## config.mk

```make
export PLATFORM = sky130hd
export DESIGN_NAME = score_controller
export DESIGN_NICKNAME = d
export VERILOG_FILES = /design/src/rtl/score_controller.sv
export SDC_FILE = /design/constraint.sdc
export NUM_CORES = 1
export LEC_CHECK = 0
export ABC_AREA = 1
export CORE_UTILIZATION = 55
export CTS_CLUSTER_DIAMETER = 40
export DETAILED_ROUTE_END_ITERATION = 7
export PLACE_DENSITY = 0.87
export SLEW_MARGIN = 20
export SYNTH_ARGS = -nofsm -noshare
export SYNTH_HDL_FRONTEND = slang
export SYNTH_SLANG_ARGS = --single-unit
```

## constraint.sdc

```tcl
create_clock -name clk -period 8.8 [get_ports clk]
set_input_delay 1.76 -clock clk [delete_from_list [all_inputs] [get_ports clk]]
set_output_delay 1.76 -clock clk [all_outputs]
set_load 0.005 [all_outputs]
```

## src/rtl/score_controller.sv

```systemverilog
// rtl/score_controller.sv - baseball scoreboard: count, score, inning and game-end control
module score_controller (
  input  logic       clk,
  input  logic       reset,
  input  logic       ball,
  input  logic       strike,
  input  logic       single,
  input  logic       double,
  input  logic       triple,
  input  logic       homerun,
  input  logic       runner_1st,
  input  logic       runner_2nd,
  input  logic       runner_3rd,
  output logic [1:0] ball_cnt,
  output logic [1:0] strike_cnt,
  output logic [1:0] out_cnt,
  output logic       ball_count_3,
  output logic [7:0] score_away,
  output logic [7:0] score_home,
  output logic [3:0] inning,
  output logic       bottom,
  output logic       clear_bases,
  output logic       game_over
);

  typedef enum logic [1:0] {PLAY, CHANGE, OVER} state_t;

  state_t     state_q;
  logic [1:0] ball_q, strike_q, out_q;
  logic       ball_count_3_q;
  logic [7:0] away_q, home_q;
  logic [3:0] inning_q;
  logic       bottom_q;
  logic       clear_bases_q;
  logic       game_over_q;

  logic       ev_ball, ev_strike, ev_single, ev_double, ev_triple, ev_homerun, ev_hit;
  logic [2:0] runs;
  logic [8:0] bat_sum;
  logic [7:0] bat_new, away_d, home_d;
  logic [1:0] ball_d, strike_d;
  logic       walk_off, game_ends;

  // Fixed-priority pick of one play event; lower-priority pulses are dropped
  always_comb begin
    ev_ball    = ball;
    ev_strike  = strike & ~ball;
    ev_single  = single & ~ball & ~strike;
    ev_double  = double & ~(ball | strike | single);
    ev_triple  = triple & ~(ball | strike | single | double);
    ev_homerun = homerun & ~(ball | strike | single | double | triple);
    ev_hit     = ev_single | ev_double | ev_triple | ev_homerun;
  end

  // Runs forced home by the chosen event, saturating score for the batting team
  always_comb begin
    runs = 3'd0;
    if (ev_ball && ball_q == 2'd3) begin
      runs = {2'b00, runner_1st & runner_2nd & runner_3rd};
    end else if (ev_single) begin
      runs = {2'b00, runner_3rd};
    end else if (ev_double) begin
      runs = {2'b00, runner_2nd} + {2'b00, runner_3rd};
    end else if (ev_triple) begin
      runs = {2'b00, runner_1st} + {2'b00, runner_2nd} + {2'b00, runner_3rd};
    end else if (ev_homerun) begin
      runs = 3'd1 + {2'b00, runner_1st} + {2'b00, runner_2nd} + {2'b00, runner_3rd};
    end
    bat_sum  = {1'b0, (bottom_q ? home_q : away_q)} + {6'b000000, runs};
    bat_new  = bat_sum[8] ? 8'hFF : bat_sum[7:0];
    away_d   = bottom_q ? away_q : bat_new;
    home_d   = bottom_q ? bat_new : home_q;
    walk_off = bottom_q && (inning_q >= 4'd9) && (runs != 3'd0) && (home_d > away_d);
  end

  // End-of-half decision made while sitting in CHANGE
  always_comb begin
    game_ends = (!bottom_q && inning_q >= 4'd9 && home_q > away_q) ||
                ( bottom_q && inning_q >= 4'd9 && home_q != away_q) ||
                ( bottom_q && inning_q == 4'd15);
  end

  // Next ball/strike count for an event accepted in PLAY
  always_comb begin
    ball_d   = ball_q;
    strike_d = strike_q;
    if (ev_ball) begin
      if (ball_q == 2'd3) begin
        ball_d   = 2'd0;
        strike_d = 2'd0;
      end else begin
        ball_d = ball_q + 2'd1;
      end
    end else if (ev_strike) begin
      if (strike_q == 2'd2) begin
        ball_d   = 2'd0;
        strike_d = 2'd0;
      end else begin
        strike_d = strike_q + 2'd1;
      end
    end else if (ev_hit) begin
      ball_d   = 2'd0;
      strike_d = 2'd0;
    end
  end

  // Game FSM with all outputs registered
  always_ff @(posedge clk) begin
    if (reset) begin
      state_q        <= PLAY;
      ball_q         <= 2'd0;
      strike_q       <= 2'd0;
      out_q          <= 2'd0;
      ball_count_3_q <= 1'b0;
      away_q         <= 8'd0;
      home_q         <= 8'd0;
      inning_q       <= 4'd1;
      bottom_q       <= 1'b0;
      clear_bases_q  <= 1'b0;
      game_over_q    <= 1'b0;
    end else begin
      case (state_q)
        PLAY: begin
          clear_bases_q  <= 1'b0;
          ball_q         <= ball_d;
          ball_count_3_q <= (ball_d == 2'd3);
          strike_q       <= strike_d;
          away_q         <= away_d;
          home_q         <= home_d;
          if (ev_strike && strike_q == 2'd2) begin
            if (out_q == 2'd2) begin
              out_q         <= 2'd0;
              clear_bases_q <= 1'b1;
              state_q       <= CHANGE;
            end else begin
              out_q <= out_q + 2'd1;
            end
          end
          if (walk_off) begin
            state_q     <= OVER;
            game_over_q <= 1'b1;
          end
        end
        CHANGE: begin
          clear_bases_q <= 1'b0;
          if (game_ends) begin
            state_q     <= OVER;
            game_over_q <= 1'b1;
          end else begin
            bottom_q <= ~bottom_q;
            if (bottom_q) begin
              inning_q <= inning_q + 4'd1;
            end
            state_q <= PLAY;
          end
        end
        default: begin
          clear_bases_q <= 1'b0;
        end
      endcase
    end
  end

  assign ball_cnt     = ball_q;
  assign strike_cnt   = strike_q;
  assign out_cnt      = out_q;
  assign ball_count_3 = ball_count_3_q;
  assign score_away   = away_q;
  assign score_home   = home_q;
  assign inning       = inning_q;
  assign bottom       = bottom_q;
  assign clear_bases  = clear_bases_q;
  assign game_over    = game_over_q;

endmodule

```

==> PnR_summary.wiki <==
{| class="wikitable"
! Metric !! Value
|-
| Compound-Gate Fraction of Synth Area || approximately a fifth
|-
| Post-CTS setup buffer count || 0
|-
| # nets final || between 400 and 500
|-
| Commonest cells after routing, fill and taps aside || 68 x sky130_fd_sc_hd__nand2_1, 62 x sky130_fd_sc_hd__inv_1, 40 x sky130_fd_sc_hd__clkdlybuf4s50_1
|-
| Number of placement rows || 24
|-
| Fraction of the core area covered by cells at the end of the flow || 69.74%
|-
| Placer's final routability congestion estimate || 0.8807
|-
| Crit path top cell by count || sky130_fd_sc_hd__nand2_1
|-
| Detail-routed via count per cell || roughly 5.5
|-
| Synth-to-layout area growth || 22.58%
|-
| H-tree levels || 2
|-
| Worst-case headroom to the max-slew limit || 64.17%
|-
| Cell area after technology mapping || 2477 um2
|-
| Starting density of the core || 56.90%
|-
| CP Launch Type || input port
|-
| Clock tree from TritonCTS || done
|-
| Highest cell delay on the worst timing path || ~0.53 ns
|-
| Worst r2r path cells || 30
|-
| I/O pin cnt || 41
|-
| Dominant combinational cell family by area after synthesis || simple AND/OR/NAND/NOR gates
|-
| Clock Skew || 0.002453 ns
|-
| Total via count in the routed design || 2554
|-
| Synthesized Nets || 417
|-
| Total number of clock tree sinks || 32
|-
| Clock network fraction of total power || between 30% and 40%
|-
| Combinational Power Share || 31.8%
|-
| Via count of the first global-routing pass || 2326
|-
| Critical Path AT || 6.10 ns
|-
| Most heavily used metal layer in global routing || met2
|-
| Distinct cell type count after synthesis || 33
|-
| Total number of cells along the worst setup path || 30
|-
| CTS clk-pin slew, worst paths || 0.07 ns
|-
| Hold-fix buffers, CTS || 0
|-
| Cells after DPL || 460
|-
| Sw power || 152.6 uW
|-
| Number of setup violations in the final report || 0
|-
| Die outline width || between 60 and 70 um
|-
| Cell depth of the worst min-delay path || 2
|-
| DPL Wire Length || around 4400 um
|-
| Critical Path End Type || flop
|-
| Number of diodes added for antenna fixing || 0
|-
| Outcome || finished clean
|-
| Clock root buffer || sky130_fd_sc_hd__clkbuf_8
|-
| Global routing usage summed across all routing layers || 25.45%
|-
| Total iterations of the first detailed-routing run || 4
|-
| Part of the total power dissipated in sequential elements || 35.3%
|-
| Total wirelength of the detailed-routed design || 5857 um
|-
| DRC violations left || 0
|-
| Critical path start-end classification || input port to flop
|-
| Seq cells post-synth || 32
|-
| Synthesized area divided by synthesized cell count || 6.571 um2
|-
| Clock latency on the worst-skew pair || 0.28 ns
|-
| DRC marker count from the first detailed-route iteration || ~100
|-
| # resized after CTS || 0
|-
| Total leakage power || 0.001462 uW
|-
| Slowest stage cell on the critical path || sky130_fd_sc_hd__fa_1
|-
| Number of CTS-inserted buffers || 5
|-
| CP Data Required Time || about 9.0 ns
|-
| Routed Antenna Nets || 0
|-
| Maximum frequency from static timing analysis || 169.7 MHz
|-
| Number of synthesis warnings || 0
|-
| First-pass GRT wire length || 9998 um
|-
| Number of slew-limit violations in the final report || 0
|-
| Share of the clock period used by the worst path after layout || 66.98%
|-
| Global route total overflow || 0
|-
| Fin cells || 468
|-
| Syn Inst Count || about 380
|-
| Synth Area in XOR/XNOR || 0.3535%
|-
| Clk buf depth || 2
|-
| Pwr per Cell Area || 156.5 nW/um2
|-
| Most common library cell in the layout ignoring fill and taps || sky130_fd_sc_hd__nand2_1
|-
| Final Critical Period || 5.894 ns
|-
| Post-synthesis sequential area ratio || 25.86%
|-
| Synthesized-area fraction occupied by adder cells || 15.25%
|-
| Met2 routing resource usage after global routing || 43.47%
|-
| Share of final-layout standard cells stronger than drive strength 1 || about 6.7%
|-
| Post-route design area || 3037 um2
|-
| Total count of hold-check failures in the final report || 0
|-
| Pin count of the biggest net entering global routing || 48
|-
| Critical Path Fanout Max || 6
|-
| Area enclosed by the die boundary || 4777 um2
|-
| Number of antenna violations at the first check in global routing || 0
|-
| RSZ-0062 raised after global routing || no
|-
| Global routing met1 resource utilization || 31.55%
|-
| Crit path buf inv count || 7
|-
| Post-DR wirelength/cell || 12.51 um
|-
| MaxCap Viol Count || 0
|-
| Worst Tran Pin Value || 0.5368 ns
|-
| Internal cell power || roughly 320 uW
|-
| Largest delay share family, worst path || adder cells
|-
| IR drop worst, VDD || roughly 0.00011 V
|-
| Proportion of synthesized area in mux cells || 0%
|-
| Overall die height || roughly 70 um
|-
| Met3 demand-to-capacity share in global routing || 4.825%
|-
| Simple-gate share of the synthesized area || 25.00%
|-
| Switching fraction of total power || 32.10%
|-
| Number of input and output port buffers inserted || 40
|-
| Aggregate negative setup slack || 0 ns
|-
| Core Box Area || approximately 4400 um2
|-
| Worst hold path class || flop to flop
|-
| Area after DPL || approximately 2900 um2
|}
==> layout make-up <==
cell class	count	area (um2)
multi-input cells	264	1526
fillers	366	1318
flip-flops and latches	32	640.6
repair buffers	42	415.4
inverters	70	262.8
clock buffers	7	96.34
well taps	52	65.06
clock inverters	1	30.03
==> registers in the layout, summed over array words and instances (netlist names) <==
register,flops
bottom,1
out_cnt,2
strike_cnt,2
ball_count_3,1
score_away,8
ball_cnt,2
game_over,1
clear_bases,1
score_home,8
inning,4
state_q,2
==> path summary, 6_finish.rpt <==
check / startpoint / slack, ns / endpoint
worst min register to register: game_over / 0.47 / game_over
worst max register to register: ball_cnt[0] / 4.77 / game_over
worst max-delay path: runner_2nd / 2.91 / game_over
worst min-delay path: game_over / 0.47 / game_over
==> kinds of logic after synthesis <==
family,after synthesis
simple gates,138
compound gates,96
buf+inv,81
flops,32
fa+ha+maj,29
xor+xnor,1
==> routing by layer <==
layer	part of all wire [%]	wire length, um	vias up
met2	48	2833	64
li1	-	-	1315
met4	1.9	110	0
met5	0	0	-
met3	5.1	296	14
met1	45	2616	1161
==> stage by stage <==
stage / setup WS, ns / hold slack (ns) / power (uW)
after floorplan: 3.627 / 0.4466 / 263.2
after global placement: 2.910 / 0.4433 / 312.7
after detailed placement: 2.708 / 0.4550 / 317.9
after CTS: 2.965 / 0.4748 / 476.4
after global routing: 2.615 / 0.4932 / 503.4
final: 2.906 / 0.4726 / 475.2
==> power by group through the flow <==
stage               Combinational [uW]  Sequential (uW)  Clock [uW]
floorplan                         92.9              170           0
global placement                   142              171           0
detailed placement                 147              171           0
CTS                                150              168         158
global route                       171              170         163
finish                             151              168         156
==> synth_stat cells, drive strengths merged <==
master / count / share of area (%)
a31oi: 4 / 1.0
nor4: 2 / 0.50
nand2: 70 / 11
nand4: 3 / 0.76
fa: 2 / 1.6
dfxtp: 32 / 26
xnor2: 1 / 0.35
and3: 1 / 0.25
nor3b: 2 / 0.61
or2: 5 / 1.3
nand3: 24 / 5.1
o21ai: 48 / 10
ha: 27 / 14
nor2: 25 / 3.9
inv: 69 / 10
a21oi: 36 / 7.3
a211oi: 3 / 0.91
o21a: 5 / 1.5
nor3: 6 / 1.7
clkbuf: 7 / 1.1
clkinv: 1 / 0.15
buf: 4 / 0.86
==> worst register-to-register path, delay by kind of cell (launching register included) <==
kind / cells / cell delay, ns
DFF: 1 / 0.40
buffers and inverters: 6 / 0.35
and+or+nand+nor: 14 / 1.27
AOI/OAI and AO/OA: 6 / 0.83
adders and majority gates: 4 / 1.13
Note: power is estimated with default switching activity, not from simulation.
